`config.mk`:
```
export PLATFORM = sky130hd
export DESIGN_NAME = out_uart_tx_flat
export DESIGN_NICKNAME = d
export VERILOG_FILES = /design/src/rtl/out_uart_tx_if.sv /design/src/rtl/out_uart_tx.sv /design/src/flat_wrapper.sv
export SDC_FILE = /design/constraint.sdc
export NUM_CORES = 1
export LEC_CHECK = 0
export CORE_ASPECT_RATIO = 0.5
export CORE_MARGIN = 3
export CORE_UTILIZATION = 50
export CTS_CLUSTER_SIZE = 16
export DETAILED_ROUTE_END_ITERATION = 12
export GPL_TIMING_DRIVEN = 0
export PLACE_DENSITY = 0.69
export SETUP_SLACK_MARGIN = 0.4
export SKIP_LAST_GASP = 1
export SYNTH_ARGS = -nofsm -noshare
export SYNTH_HDL_FRONTEND = slang
export SYNTH_SLANG_ARGS = --single-unit
```
`constraint.sdc`:
```
create_clock -name CLK -period 7.7 [get_ports CLK]
set_clock_uncertainty 0.05 [all_clocks]
set_input_delay 1.155 -clock CLK [delete_from_list [all_inputs] [get_ports CLK]]
set_output_delay 1.155 -clock CLK [all_outputs]
set_load 0.005 [all_outputs]
```
`src/rtl/out_uart_tx_if.sv`:
```
// out_uart_tx_if
// Groups the signals between the core-side capture logic, the UART
// reporter and whoever watches it.
//   out_cpu    : result nibble from the core
//   cap_en     : capture enable
//   tx         : UART serial line, idles high
//   busy       : reporter has work in flight or queued
//   overflow   : sticky, a capture was dropped on a full FIFO
//   fifo_count : number of queued values
// The master modport drives out_cpu/cap_en.
// The slave modport (the reporter itself) drives the status and line outputs.
interface out_uart_tx_if #(
    parameter int FIFO_DEPTH = 8
);
    localparam int CW = $clog2(FIFO_DEPTH) + 1;

    logic [3:0]    out_cpu;
    logic          cap_en;
    logic          tx;
    logic          busy;
    logic          overflow;
    logic [CW-1:0] fifo_count;

    modport master (
        output out_cpu,
        output cap_en,
        input  tx,
        input  busy,
        input  overflow,
        input  fifo_count
    );

    modport slave (
        input  out_cpu,
        input  cap_en,
        output tx,
        output busy,
        output overflow,
        output fifo_count
    );
endinterface

```
`src/rtl/out_uart_tx.sv`:
```
// out_uart_tx
// Watches the core's 4-bit result, queues every change in a small
// first-word-fall-through FIFO, and sends each queued value to a host as one
// ASCII hex character. The framing is 8N1, and each character is optionally
// followed by a newline frame.
//   CLK   : system clock, rising edge
//   reset : asynchronous, active-high
//   bus   : out_uart_tx_if.slave
//           inputs:  out_cpu, cap_en
//           outputs: tx, busy, overflow, fifo_count
module out_uart_tx #(
    parameter int CLKS_PER_BIT = 868,
    parameter int FIFO_DEPTH   = 8,
    parameter int SEND_NEWLINE = 1
) (
    input  logic          CLK,
    input  logic          reset,
    out_uart_tx_if.slave  bus
);
    localparam int BW = $clog2(CLKS_PER_BIT);
    localparam int PW = $clog2(FIFO_DEPTH);
    localparam int CW = PW + 1;
    localparam logic [BW-1:0] BAUD_LAST = BW'(CLKS_PER_BIT - 1);
    localparam logic [CW-1:0] FULL_COUNT = CW'(FIFO_DEPTH);

    typedef enum logic [1:0] {IDLE, START, DATA, STOP} state_t;

    state_t        state_q, state_d;
    logic [BW-1:0] baud_q, baud_d;
    logic [2:0]    idx_q, idx_d;
    logic [7:0]    byte_q, byte_d;
    logic          hex_q, hex_d;
    logic          tx_q, tx_d;

    logic [3:0]    prev_q;
    logic [3:0]    mem [FIFO_DEPTH];
    logic [PW-1:0] wr_ptr, rd_ptr;
    logic [CW-1:0] count_q;
    logic          overflow_q;

    logic          empty, full, push_req, push, drop, pop, baud_last;
    logic [3:0]    head;

    function automatic logic [7:0] hex_char(input logic [3:0] v);
        if (v < 4'd10)
            return 8'h30 + {4'h0, v};
        else
            return 8'h37 + {4'h0, v};
    endfunction

    assign empty     = (count_q == '0);
    assign full      = (count_q == FULL_COUNT);
    assign head      = mem[rd_ptr];
    assign baud_last = (baud_q == BAUD_LAST);

    // A full FIFO still accepts a push when the transmitter pops on the same
    // edge, because the slot being freed is the one written.
    assign push_req = bus.cap_en && (bus.out_cpu != prev_q);
    assign push     = push_req && (!full || pop);
    assign drop     = push_req && full && !pop;

    // Capture history, FIFO pointers, occupancy and the sticky overflow flag
    always_ff @(posedge CLK or posedge reset) begin
        if (reset) begin
            prev_q     <= 4'h0;
            wr_ptr     <= '0;
            rd_ptr     <= '0;
            count_q    <= '0;
            overflow_q <= 1'b0;
        end else begin
            if (bus.cap_en)
                prev_q <= bus.out_cpu;
            if (push)
                wr_ptr <= wr_ptr + PW'(1);
            if (pop)
                rd_ptr <= rd_ptr + PW'(1);
            if (drop)
                overflow_q <= 1'b1;
            case ({push, pop})
                2'b10:   count_q <= count_q + CW'(1);
                2'b01:   count_q <= count_q - CW'(1);
                default: count_q <= count_q;
            endcase
        end
    end

    // FIFO storage needs no reset; the occupancy count says what is valid
    always_ff @(posedge CLK) begin
        if (push)
            mem[wr_ptr] <= bus.out_cpu;
    end

    // Transmit state registers; tx is registered so the line never glitches
    always_ff @(posedge CLK or posedge reset) begin
        if (reset) begin
            state_q <= IDLE;
            baud_q  <= '0;
            idx_q   <= 3'd0;
            byte_q  <= 8'h00;
            hex_q   <= 1'b0;
            tx_q    <= 1'b1;
        end else begin
            state_q <= state_d;
            baud_q  <= baud_d;
            idx_q   <= idx_d;
            byte_q  <= byte_d;
            hex_q   <= hex_d;
            tx_q    <= tx_d;
        end
    end

    // Next state: the baud counter restarts on every state or bit change.
    // hex_q remembers whether the frame in flight is the character, so a
    // newline goes out after it.
    always_comb begin
        state_d = state_q;
        baud_d  = baud_q + BW'(1);
        idx_d   = idx_q;
        byte_d  = byte_q;
        hex_d   = hex_q;
        pop     = 1'b0;
        case (state_q)
            IDLE: begin
                baud_d = '0;
                if (!empty) begin
                    pop     = 1'b1;
                    byte_d  = hex_char(head);
                    hex_d   = 1'b1;
                    state_d = START;
                end
            end
            START: begin
                if (baud_last) begin
                    baud_d  = '0;
                    idx_d   = 3'd0;
                    state_d = DATA;
                end
            end
            DATA: begin
                if (baud_last) begin
                    baud_d = '0;
                    if (idx_q == 3'd7)
                        state_d = STOP;
                    else
                        idx_d = idx_q + 3'd1;
                end
            end
            STOP: begin
                if (baud_last) begin
                    baud_d = '0;
                    if (SEND_NEWLINE != 0 && hex_q) begin
                        byte_d  = 8'h0A;
                        hex_d   = 1'b0;
                        state_d = START;
                    end else if (!empty) begin
                        pop     = 1'b1;
                        byte_d  = hex_char(head);
                        hex_d   = 1'b1;
                        state_d = START;
                    end else begin
                        state_d = IDLE;
                    end
                end
            end
            default: state_d = IDLE;
        endcase
    end

    // The line level is derived from where the FSM is heading, so it lines up
    // with the registered state
    always_comb begin
        tx_d = 1'b1;
        case (state_d)
            START:   tx_d = 1'b0;
            DATA:    tx_d = byte_d[idx_d];
            default: tx_d = 1'b1;
        endcase
    end

    assign bus.tx         = tx_q;
    assign bus.busy       = (state_q != IDLE) || !empty;
    assign bus.overflow   = overflow_q;
    assign bus.fifo_count = count_q;
endmodule

```
`src/flat_wrapper.sv`:
```
// flat-port wrapper written by rule: the top's interface ports become plain ports
module out_uart_tx_flat 
#(
    parameter int CLKS_PER_BIT = 868,
    parameter int FIFO_DEPTH   = 8,
    parameter int SEND_NEWLINE = 1
)
  (CLK, reset, bus_out_cpu, bus_cap_en, bus_tx, bus_busy, bus_overflow, bus_fifo_count);
  out_uart_tx_if #(.FIFO_DEPTH(FIFO_DEPTH)) bus_i ();
  input  logic CLK;
  input  logic reset;
  input wire logic [$bits(bus_i.out_cpu)-1:0] bus_out_cpu;
  input wire logic [$bits(bus_i.cap_en)-1:0] bus_cap_en;
  output wire logic [$bits(bus_i.tx)-1:0] bus_tx;
  output wire logic [$bits(bus_i.busy)-1:0] bus_busy;
  output wire logic [$bits(bus_i.overflow)-1:0] bus_overflow;
  output wire logic [$bits(bus_i.fifo_count)-1:0] bus_fifo_count;
  assign bus_i.out_cpu = bus_out_cpu;
  assign bus_i.cap_en = bus_cap_en;
  assign bus_tx = bus_i.tx;
  assign bus_busy = bus_i.busy;
  assign bus_overflow = bus_i.overflow;
  assign bus_fifo_count = bus_i.fifo_count;
  out_uart_tx #(.CLKS_PER_BIT(CLKS_PER_BIT), .FIFO_DEPTH(FIFO_DEPTH), .SEND_NEWLINE(SEND_NEWLINE)) u_core (.CLK(CLK), .reset(reset), .bus(bus_i));
endmodule
```
* Word-level counts from Yosys, hierarchy flattened *
Memory sizes are Yosys's and may differ from the RTL's.
Cells that the tools add are included.

cells by class
  equal/unequal tests = 13
  $add $sub $neg = 8
  order comparisons = 2
  mux-type cells = 32
  reduce and logical (&&, ||, !) cells = 16

operator list
  operator                                                    count
  2-to-1 mux 8 bit                                            4
  case mux 10 bit (2 select lines)                            1
  case mux 8 bit (2 select lines)                             1
  adder 6 x 4 -> 7 bit, first input constant                  2
  2-to-1 mux 2 bit                                            6
  adder 10 x 1 -> 10 bit, second input constant               1
  == test 10 bit, second input constant                       1
  2-to-1 mux 10 bit                                           1
  adder 3 x 1 -> 3 bit, second input constant                 3
  2-to-1 mux 1 bit                                            9
  2-to-1 mux 3 bit                                            3
  == test 2 bit, second input constant                        4
  case mux 2 bit (4 select lines)                             1
  case mux 4 bit (2 select lines)                             1
  == test 2 x 1 -> 1 bit, second input constant               3
  case mux 1 bit (2 select lines)                             3
  case mux 3 bit (2 select lines)                             1
  nonzero test 2 bit                                          3
  adder 4 x 1 -> 4 bit, second input constant                 1
  == test 4 bit, second input constant                        1
  logical AND 1 bit                                           4
  zero test 4 bit                                             1
  less-than comparator 3 x 4 -> 1 bit, second input constant  1
  less-than comparator 4 bit, second input constant           1
  other kinds (11)                                            14

word-level totals
  output and inout port bits = 7
  memories = 1
  bits in registers = 40
  logic and storage cells = 83
  bits in writable memories = 32
  bits of input ports = 7

memory list
  memory      depth  bits a word  read ports  clocked after memory_dff  wr ports  line               text
  u_core.mem  8      4            1           0                         1         out_uart_tx.sv:36  logic [3:0] mem [FIFO_DEPTH];

* Logic depth before layout (Yosys ltp) *
An unclocked memory read counts as a cell.

  word-level depth = 10
  mapped depth = 13
  depth with buffers taken out = 12

* Worst setup path before layout *
No wires, ideal clock.

  path type = input port to flip-flop
  start point = input bus_out_cpu[1]
  end point = register u_core.count_q[3], in the netlist u_core.bus.fifo_count[3]
  slack = 4611 ps
  stages on the path = 10
  data arrival time = 2912 ps
  required time = 7522 ps
  buffers on the path = 0
  setup time = 128 ps
  cell sequence = xor2_1 > o41ai_1 > nand2_1 > inv_1 > ha_1 > a21o_1 > a21oi_1 > xnor2_1 > nor2_1 > xor2_1

on the way
  longest elaborated chain between the ends = 5
  elaborated cells on any way between the ends = 7
  those cells by class = eq/ne (3); mux (1); reduce/logical (3)

ends and longest elaborated chain
  item                                                                          line                text
  from (decl)                                                                   flat_wrapper.sv:12  input wire logic [$bits(bus_i.out_cpu)-1:0] bus_out_cpu;
  != test 4 bit (*)                                                             out_uart_tx.sv:58   assign push_req = bus.cap_en && (bus.out_cpu != prev_q);
  logical AND 1 bit (*)                                                         out_uart_tx.sv:58
  logical AND 1 bit (*)                                                         out_uart_tx.sv:59   assign push = push_req && (!full || pop);
  == test 2 x 1 -> 1 bit / == test 2 bit (equally long branches)                out_uart_tx.sv:79   case ({push, pop})
  case mux 4 bit (2 select lines) / nonzero test 2 bit (equally long branches)  n/a
  to (signal assigned)                                                          out_uart_tx.sv:80   2'b10: count_q <= count_q + CW'(1);
  to (signal assigned)                                                          out_uart_tx.sv:81   2'b01: count_q <= count_q - CW'(1);
  to (signal assigned)                                                          out_uart_tx.sv:82   default: count_q <= count_q;
  to (decl)                                                                     out_uart_tx.sv:38   logic [CW-1:0] count_q;

Every way passes the cells marked *; elsewhere a longest branch is shown, timed or not.
A chain may end at the register's enable or synchronous reset.

* Final worst setup path *
  start point = input bus_out_cpu[2]
  end point = register u_core.count_q[3], in the netlist u_core.bus.fifo_count[3]

Same word-level chain as after synthesis.

==> impl_summary.log <==
[metrics] clock latency on the worst-skew pair: 330 ps
[metrics] setup TNS: 0 ps
[metrics] data arrival time at the worst-slack endpoint: 4050 ps
[metrics] Hold Fails Final Rpt: 0
[metrics] cell count of the worst reg-to-reg path: 13
[metrics] Slew @ Worst Pin: 871 ps
[metrics] starting density of the core: 0.529
[metrics] Filler cells: 534
[metrics] met1 capacity usage during global routing: 0.231
[metrics] final layout net count: 334
[metrics] shortest clock period the worst path allows after layout: 3890 ps
[metrics] FMAX: 0.257 GHz
[metrics] sort of element at the start of the critical path: primary input
[metrics] area overhead of the layout relative to synthesis: 14.4%
[metrics] number of sinks handled by clock tree synthesis: 72
[metrics] run status: complete, no violations
[metrics] critical path class: in2reg
[metrics] wirelength, routed: 6.71 mm
[metrics] number of warning messages in the yosys log: 0
[metrics] R2R Path End: u_core.bus.fifo_count[3]$_DFFE_PP0P_
[metrics] maximum fanout encountered on the critical timing path: 10
[metrics] Top Usage Layer GRT: met2
[metrics] GRT Overall Usage: 0.184
[metrics] most instantiated flip-flop cell in the synthesis netlist: dfrtp_1
[metrics] Post-Syn Nets: 310
[metrics] Required @ worst endpoint: 7860 ps
[metrics] via count: 2362
[metrics] Mapped Cells: 291
[metrics] worst setup path start: bus_out_cpu[2]
[metrics] startpoint of the lowest-slack register-to-register path: u_core.state_q[1]$_DFF_PP0_
[metrics] Resized Gates After CTS: 0
[metrics] leakage power: 1.64 nW
[metrics] detailed placer's ending HPWL: 4.81 mm
[metrics] share of layout cells above drive strength 1: 0.113
[metrics] Finish-stage setup viols: 0
[metrics] post-synthesis cell area: 3630 µm²
[metrics] ant diodes: 0
[metrics] Horiz. Die Dim: 126 µm
[metrics] DRC violation total after the first TritonRoute iteration: 164
[metrics] number of antenna-violating nets in the routed design: 0
[metrics] VDD IR-drop max: 0.000199 V
[metrics] number of buffers inserted by hold repair at cts: 0
[metrics] Post-synth EDFFs: 32
[metrics] maximum buffer depth of the clock tree: 2
[metrics] worst-case setup slack after placement: 3450 ps
[metrics] Syn Area/Cell: 12.5 µm²
[metrics] slew margin rel.: 0.418
[metrics] setup repair after global routing missed its margin: false
[metrics] core footprint: 6860 µm²
[metrics] slack of the worst reg-to-reg path: 4490 ps
[metrics] Slew Viols, Final: 0
[metrics] mean routed wirelength per cell: 16.3 µm
[metrics] CTS tree: built
[metrics] number of register bits inferred by synthesis: 72
[metrics] capture point of the critical path: u_core.bus.fifo_count[3]$_DFFE_PP0P_
[metrics] top-level port count: 14
[metrics] share of flip-flops with an asynchronous set or reset after synthesis: 0.556
[metrics] global-route wire length before repair: 11.7 mm
[metrics] share of the cycle needed by the critical path after routing: 0.505
[metrics] utilization after layout: 0.605
[metrics] met3 usage in global routing: 0.0589
[metrics] via-per-instance ratio: 5.73
[metrics] type of destination of the critical path: flip-flop
[metrics] via count of the first global-routing pass: 2375
[metrics] met2 Track Usage GR: 0.295
[metrics] number of buffers created by CTS: 9
[metrics] final estimated routing congestion in global placement: 0.839
[metrics] sequential fraction of the synthesis area: 0.541
[metrics] H-tree depth: 3
[metrics] Clock Tree Root: clkbuf_16
[metrics] GRT overflow: 0
[metrics] DRC violation count after routing: 0
[metrics] # rows: 21
[metrics] Post-CTS Setup Repair Bufs: 0
[metrics] floorplan die area: 8380 µm²
[metrics] max-capacitance violation count: 0
[metrics] Distinct cells, synth: 69
[metrics] worst min path class: reg2reg
[metrics] first-pass detailed-route iteration total: 4
[metrics] Worst-path clk slew: 60 ps
[metrics] initial antenna violation count: 0
[metrics] Pwr Density: 247 nW/µm²
[metrics] maximum number of pins on one net before global-route repair: 41
[metrics] PortBufs: 13
[metrics] post-layout worst setup margin: 3820 ps
[metrics] DIE HEIGHT: 66.2 µm
## flip-flops by register name (all words and copies together), names as in the netlist, 3 cells and up
signal	flops
u_core.byte_q	8
u_core.baud_q	10
u_core.idx_q	3
u_core.wr_ptr	3
u_core.mem	32
u_core.prev_q	4
u_core.bus.fifo_count	4
u_core.rd_ptr	3
## placed cells by master, fill, tap and decap left out, types with 2 or more instances in the layout
master / instances
a21o_1: 3
nand4_1: 5
o22ai_1: 3
inv_1: 14
clkdlybuf4s50_1: 13
ha_1: 11
nor3_2: 2
clkbuf_1: 6
xor2_1: 14
dfrtp_1: 39
mux2_2: 6
clkinvlp_4: 2
a21boi_0: 2
mux2i_1: 4
o21a_1: 2
nor4_1: 2
o22a_1: 2
edfxtp_1: 32
a31oi_1: 3
and3_1: 3
o21ai_0: 8
nand3_1: 8
nor2b_1: 6
nor3b_1: 3
xnor2_1: 7
nor3_1: 5
a21oi_1: 6
and3b_1: 2
clkinv_2: 2
a221oi_1: 2
nor2_1: 19
a311oi_1: 2
mux4_2: 2
nand2_1: 24
mux4_1: 6
clkbuf_16: 9
o211ai_1: 2
## per-layer routing
metal | up-vias | part of all wire
li1 | 1137 | -
met1 | 1162 | 0.45
met2 | 52 | 0.47
met3 | 11 | 0.059
met4 | 0 | 0.018
met5 | - | 0
## cells by family (layout without fill, tap and decap cells)
logic type	count (synthesis)	after routing	synth area share
simple gates	90	90	0.131
flops	72	72	0.541
compound gates	54	54	0.113
buf+inv	22	51	0.0248
xor+xnor	21	21	0.0507
mux	20	20	0.0959
fa+ha+maj	12	12	0.0434
## how the worst min path moves through the flow
stage | cells after the start | end | slack, ps | from
after global routing | 2 | u_core.byte_q[0]$_DFF_PP0_ | 450 | u_core.byte_q[0]$_DFF_PP0_
after detailed placement | 2 | u_core.byte_q[7]$_DFF_PP0_ | 400 | u_core.byte_q[7]$_DFF_PP0_
after CTS | 2 | u_core.byte_q[7]$_DFF_PP0_ | 420 | u_core.byte_q[7]$_DFF_PP0_
after global placement | 2 | u_core.byte_q[7]$_DFF_PP0_ | 400 | u_core.byte_q[7]$_DFF_PP0_
final | 2 | u_core.byte_q[7]$_DFF_PP0_ | 410 | u_core.byte_q[7]$_DFF_PP0_
after floorplan | 2 | u_core.byte_q[7]$_DFF_PP0_ | 380 | u_core.byte_q[7]$_DFF_PP0_
## cell usage after synthesis (all sizes together), types with 2 or more instances
master | n | area share
dfrtp | 39 | 0.27
and2 | 2 | 0.0035
mux2 | 7 | 0.023
and3b | 2 | 0.0048
xor2 | 14 | 0.034
inv | 15 | 0.016
mux2i | 5 | 0.017
nor3b | 3 | 0.0062
nor4 | 2 | 0.0034
nand2 | 24 | 0.025
a311oi | 3 | 0.0090
o22a | 2 | 0.0048
a31oi | 3 | 0.0052
xnor2 | 7 | 0.017
o21a | 2 | 0.0041
a21oi | 6 | 0.0083
edfxtp | 32 | 0.26
a221oi | 2 | 0.0048
o21ai | 10 | 0.015
nand3 | 8 | 0.011
ha | 11 | 0.038
and3 | 3 | 0.0052
clkbuf | 5 | 0.0052
o211ai | 2 | 0.0041
mux4 | 8 | 0.056
buf | 2 | 0.0041
a21boi | 3 | 0.0062
nor2b | 6 | 0.010
nor2 | 19 | 0.020
nor3 | 7 | 0.012
nand4 | 5 | 0.0086
o31ai | 3 | 0.011
o22ai | 3 | 0.0052
a21o | 3 | 0.0062
## power breakdown
part	switching (mW)	internal, mW
Combinational	0.0819	0.0791
Clock	0.151	0.226
Sequential	0.0346	0.451
Total	0.268	0.756
## critical path, stage by stage
cell             delay [ps]
clkdlybuf4s50_1         610
xor2_1                  230
o41ai_1                 700
nand2_1                 250
inv_1                   170
ha_1                    240
a21o_1                  170
a21oi_1                 170
xnor2_1                 140
nor2_1                   70
xor2_1                  150
## area by class of cell
type | instances | area [µm²] | share of cell area
repair buffers | 13 | 130 | 0.0314
flip-flops and latches | 72 | 1960 | 0.473
clock buffers | 11 | 243 | 0.0585
clock inverters | 5 | 33.8 | 0.00814
plain buffers | 7 | 33.8 | 0.00814
inverters | 15 | 56.3 | 0.0136
well taps | 92 | 115 | 0.0277
multi-input cells | 197 | 1580 | 0.380
## through the flow
stage | power [mW] | instances | cell area (µm²) | hold slack, ps
finish | 1.02 | 412 | 4150 | 410
global route | 1.08 | 412 | 4150 | 447
CTS | 1.04 | 412 | 4150 | 416
detailed placement | 0.657 | 396 | 3870 | 402
global placement | 0.646 | 396 | 3870 | 395
floorplan | 0.590 | 291 | 3630 | 377
No activity file was read; power rests on OpenSTA's default activity.
